==> src/rtl/core_types_pkg.sv <==
// Shared core types: fetch entry layout, NOP encoding and the fetch-queue head bundle.
// Latency: n/a (types and constants only).
// Backpressure: n/a.
package core_types_pkg;

    localparam int CORE_XLEN = 32;

    // addi x0, x0, 0 -- what IF sees whenever the queue has nothing to offer
    localparam logic [31:0] NOP_INST = 32'h00000013;

    typedef struct packed {
        logic [CORE_XLEN-1:0] PC;
        logic [CORE_XLEN-1:0] inst;
    } fetch_entry_t;

    typedef struct packed {
        logic                 valid;
        logic [CORE_XLEN-1:0] PC;
        logic [CORE_XLEN-1:0] instruction;
    } fetch_queue_out_t;

    // Head bundle presented to IF when no valid entry is available
    function automatic fetch_queue_out_t idle_out();
        fetch_queue_out_t o;
        o.valid       = 1'b0;
        o.PC          = '0;
        o.instruction = NOP_INST;
        return o;
    endfunction

endpackage

==> src/rtl/fetch_queue.sv <==
// Instruction prefetch queue between progMem and the IF stage register (FWFT head).
// Latency: pushed entry visible right after its push edge; head advances at the pop edge.
// Backpressure: push_ready = not full (registered count only, no full-queue bypass); hold blocks pop.
//
// Ports:
//   Clock, nReset           rising-edge clock, asynchronous active-low reset
//   flush                   branch redirect: empties queue at next edge, masks head and any push/pop
//   hold                    IF stall: blocks pop
//   push_valid/PC/inst      fetch-side offer; accepted when push_ready && !flush
//   push_ready              queue not full
//   valid_out, PC_out,
//   instruction_out         head entry; NOP / PC 0 when not valid
//   count                   occupancy 0..DEPTH
// XLEN must match core_types_pkg::CORE_XLEN, since storage uses the shared entry type.
module fetch_queue
    import core_types_pkg::*;
#(
    parameter int DEPTH = 4,
    parameter int XLEN  = 32
) (
    input  logic                     Clock,
    input  logic                     nReset,
    input  logic                     flush,
    input  logic                     hold,
    input  logic                     push_valid,
    input  logic [XLEN-1:0]          push_PC,
    input  logic [XLEN-1:0]          push_inst,
    output logic                     push_ready,
    output logic                     valid_out,
    output logic [XLEN-1:0]          PC_out,
    output logic [XLEN-1:0]          instruction_out,
    output logic [$clog2(DEPTH):0]   count
);

    localparam int PW = $clog2(DEPTH);
    localparam int CW = PW + 1;
    localparam logic [CW-1:0] FULL_COUNT = CW'(DEPTH);

    // Storage is deliberately not reset; only pointers and count are.
    fetch_entry_t     mem [DEPTH];
    logic [PW-1:0]    wptr;
    logic [PW-1:0]    rptr;
    logic             push_fire;
    logic             pop_fire;
    fetch_queue_out_t head;

    assign push_ready = (count != FULL_COUNT);
    assign valid_out  = (count != '0) && !flush;

    // Flush kills both sides of the handshake in its cycle.
    assign push_fire  = push_valid && push_ready && !flush;
    assign pop_fire   = valid_out && !hold;

    always_ff @(posedge Clock or negedge nReset) begin
        if (!nReset) begin
            wptr  <= '0;
            rptr  <= '0;
            count <= '0;
        end else if (flush) begin
            wptr  <= '0;
            rptr  <= '0;
            count <= '0;
        end else begin
            if (push_fire) begin
                wptr <= wptr + 1'b1;
            end
            if (pop_fire) begin
                rptr <= rptr + 1'b1;
            end
            case ({push_fire, pop_fire})
                2'b10:   count <= count + 1'b1;
                2'b01:   count <= count - 1'b1;
                default: count <= count;
            endcase
        end
    end

    always_ff @(posedge Clock) begin
        if (push_fire) begin
            mem[wptr] <= '{PC: push_PC, inst: push_inst};
        end
    end

    // First-word-fall-through head; substitute NOP whenever nothing valid is presented.
    always_comb begin
        head = idle_out();
        if (valid_out) begin
            head.valid       = 1'b1;
            head.PC          = mem[rptr].PC;
            head.instruction = mem[rptr].inst;
        end
    end

    assign PC_out          = head.PC;
    assign instruction_out = head.instruction;

endmodule

==> config.mk <==
export PLATFORM = sky130hd
export DESIGN_NAME = fetch_queue
export DESIGN_NICKNAME = d
export VERILOG_FILES = /design/src/rtl/core_types_pkg.sv /design/src/rtl/fetch_queue.sv
export SDC_FILE = /design/constraint.sdc
export NUM_CORES = 1
export LEC_CHECK = 0
export ABC_AREA = 1
export BUFFER_PORTS_ARGS = -buffer_cell sky130_fd_sc_hd__buf_2
export CORE_ASPECT_RATIO = 1.5
export CORE_MARGIN = 1.5
export CORE_UTILIZATION = 30
export DETAILED_ROUTE_END_ITERATION = 8
export PLACE_DENSITY = 0.55
export SETUP_SLACK_MARGIN = 0.4
export SYNTH_ARGS = -nofsm -noshare
export SYNTH_HDL_FRONTEND = slang
export SYNTH_SLANG_ARGS = --single-unit
==> constraint.sdc <==
create_clock -name Clock -period 5.5 [get_ports Clock]
set_input_delay 0.55 -clock Clock [delete_from_list [all_inputs] [get_ports Clock]]
set_output_delay 0.55 -clock Clock [all_outputs]
set_load 0.05 [all_outputs]
==> run metrics <==
sequential-to-total area share from yosys stat 75.7%; vias 6,512; Pwr Density 485 nW/um2; Nets 1,018; antenna viol nets, final 0; min-delay src push_inst[9]; Clock Sinks 263; grt met2 use 26.4%; total CTS buffers 25; latest clock arrival within the worst-skew pair 0.53 ns; Post-Place Cells 1,341; CP max stage cell inv_4; routability cong. 0.723; CP Data Arrival Time 3.26 ns; RSZ-0062 raised after global routing false; Yosys reg bits 263; Final Hold Vio Count 0; initial antenna violation count 5; Die X 155 um; share of the synthesized area in the top cell type 74.0%; count leader, synth nor2_1; Final Non-Filler Cells 1,388; status finished clean; clock slew at reported path FFs 0.07 ns; Core Area 34,200 um2; # hold bufs at CTS 1; final WL 25,000 um; Mapped Nets 891; initial core utilization 30.4%; worst path cell trace inv_4 > buf_4 > o21ai_0 > a21oi_1 > buf_2; setup bufs post-CTS 0; FILL cells 3,272; relative slew slack 36.0%; row count 83; P_sw 2.27 mW; # setup viols final 0; worst path required time 4.95 ns; sequential cell area 7870 um2; DRC Markers 0; met1 global-route usage 15.0%; first-pass GRT wire length 37,200 um; clk_skew 0.0114 ns; Synth area leaders edfxtp_1, nor2_1, o21ai_0, a21oi_1, o21ai_1; largest net degree at the start of global routing 99; sequential power share 40.8%; Async SR Flop Fraction 2.66%; vias in the first global route 6,498; predominant post-synthesis flop cell edfxtp_1; Port Buffers 137; Worst Setup Start Kind flip-flop; worst hold path class input pin to flip-flop; final worst slack 1.69 ns; Die ar. 35,800 um2; WL per Instance 18.0 um; Netlist cell types 24; clock power share 27.7%; Avg Vias per Cell 4.69; grt total ovfl 0; Yosys warnings 0; min Tclk post-route 3.81 ns; CP max stage delay 0.77 ns; R2R cell count 5; worst hold stages 1; CTS tree yes; Pint 3.66 mW; Max Cap Viol 0; Max Clk Rate 0.263 GHz; Multi-input gate area 2210 um2; Die Span Y 231 um; hpwl dp 14,400 um; Critical Path End Type output port; worst flop-to-flop path startpoint count[0]$_DFFE_PN0P_; pre-CTS setup slack 2.14 ns; Crit Path Max Fanout 98; CP Class flip-flop to output port; Top Usage Layer GRT met2; TNS Setup 0 ns; number of synthesized flops with an enable pin 256; I/O Pins 138; H-tree depth 1; area leader, netlist edfxtp_1; final slew viol count 0; Leak 4.39 nW; Post-Syn Area 10,400 um2; starting DRC count in detailed routing 356; router iterations before antenna repair 5; net switching fraction of the power 38.3%; slew at the pin closest to its max-slew limit 0.959 ns; Max rail drop VDD 0.218 mV; Synth-to-Final Area Change 17.9%; Post-synth top cells nor2_1, edfxtp_1, o21ai_0, a21oi_1, o21ai_1; CTS max path bufs 3; syn avg cell area 12.7 um2; synthesized instance count 817; part of the cycle the worst path needs 69.3%; share of total power in combinational logic 31.4%; M3 GR Usage 2.40%; Clk Tree Root Cell clkbuf_16; post-cts sizing count 0; Tot GR Track Use 13.8%; layout cells sized above 1 20.1%; CP startpoint rptr[0]$_DFFE_PN0P_; total power 5.94 mW
[final timing paths]
path,endpoint,slack (ns)
max in group asynchronous,rptr[0]$_DFFE_PN0P_,4.93
max reg2reg,mem[3][42]$_DFFE_PP_,2.67
min,mem[0][9]$_DFFE_PP_,0.23
min in group asynchronous,count[0]$_DFFE_PN0P_,0.39
min reg2reg,count[1]$_DFFE_PN0P_,0.63
max,PC_out[31],1.69
[critical path: cells and delay by family, from the launching register on]
kind                   cells  cell delay, ns
AO/OA/AOI/OAI              2            0.43
buffers and inverters      3            1.55
flip-flops                 1            0.70
[power groups by stage]
stage,Combinational [mW],Clock (mW),Sequential [mW]
final,1.87,1.65,2.42
after global routing,2.02,1.76,2.44
after CTS,1.90,1.69,2.43
after detailed placement,1.90,0,2.47
after global placement,1.88,0,2.46
after floorplan,1.44,0,2.46
[layout make-up]
cell class	count	share of cell area, %
antenna	1	0.0204
inverter	15	0.480
tap	425	4.34
clock buffer	32	5.32
sequential	263	64.2
multi-input combinational	490	18.0
timing repair buffer	149	6.56
clock inverter	13	1.03
[through the flow]
| step | instance area (um2) | utilization (%) | hold slack (ns) |
|---|---|---|---|
| final | 12200 | 35.8 | 0.232 |
| after global routing | 12200 | 35.8 | 0.214 |
| after CTS | 12200 | 35.8 | 0.197 |
| after detailed placement | 11500 | 33.5 | 0.400 |
| after global placement | 11500 | 33.5 | 0.404 |
| after floorplan | 10400 | - | 0.254 |
[sequential cells by signal (all words and copies together), names as in the netlist]
| signal | cells |
|---|---|
| mem | 256 |
| count | 3 |
| rptr | 2 |
| wptr | 2 |
[cells in the final DEF, fill, tap and decap left out, types with 9 or more instances in the layout]
cell type  instances
clkbuf_16         25
a21oi_1           62
nand2_1           19
nor2_1           258
o21ai_0           87
buf_4              9
inv_1             12
edfxtp_1         256
o21ai_1           41
buf_2            137
[metal layers]
metal  up-vias  wire, um
met5         -        34
met4         8       634
met3        50      1090
met2       130     13600
met1      3188      9660
li1       3136         -
[kinds of logic (layout without fill, tap and decap cells)]
kind of cell	Yosys count	count (layout)	share of synthesized area, %
xor+xnor	1	1	0.0843
fa+ha+maj	5	5	0.674
simple gates	291	291	10.8
other cells	0	1	0
flops	263	263	75.7
compound gates	193	193	9.40
buf+inv	64	209	3.40
Power figures use the tool's default switching activity.
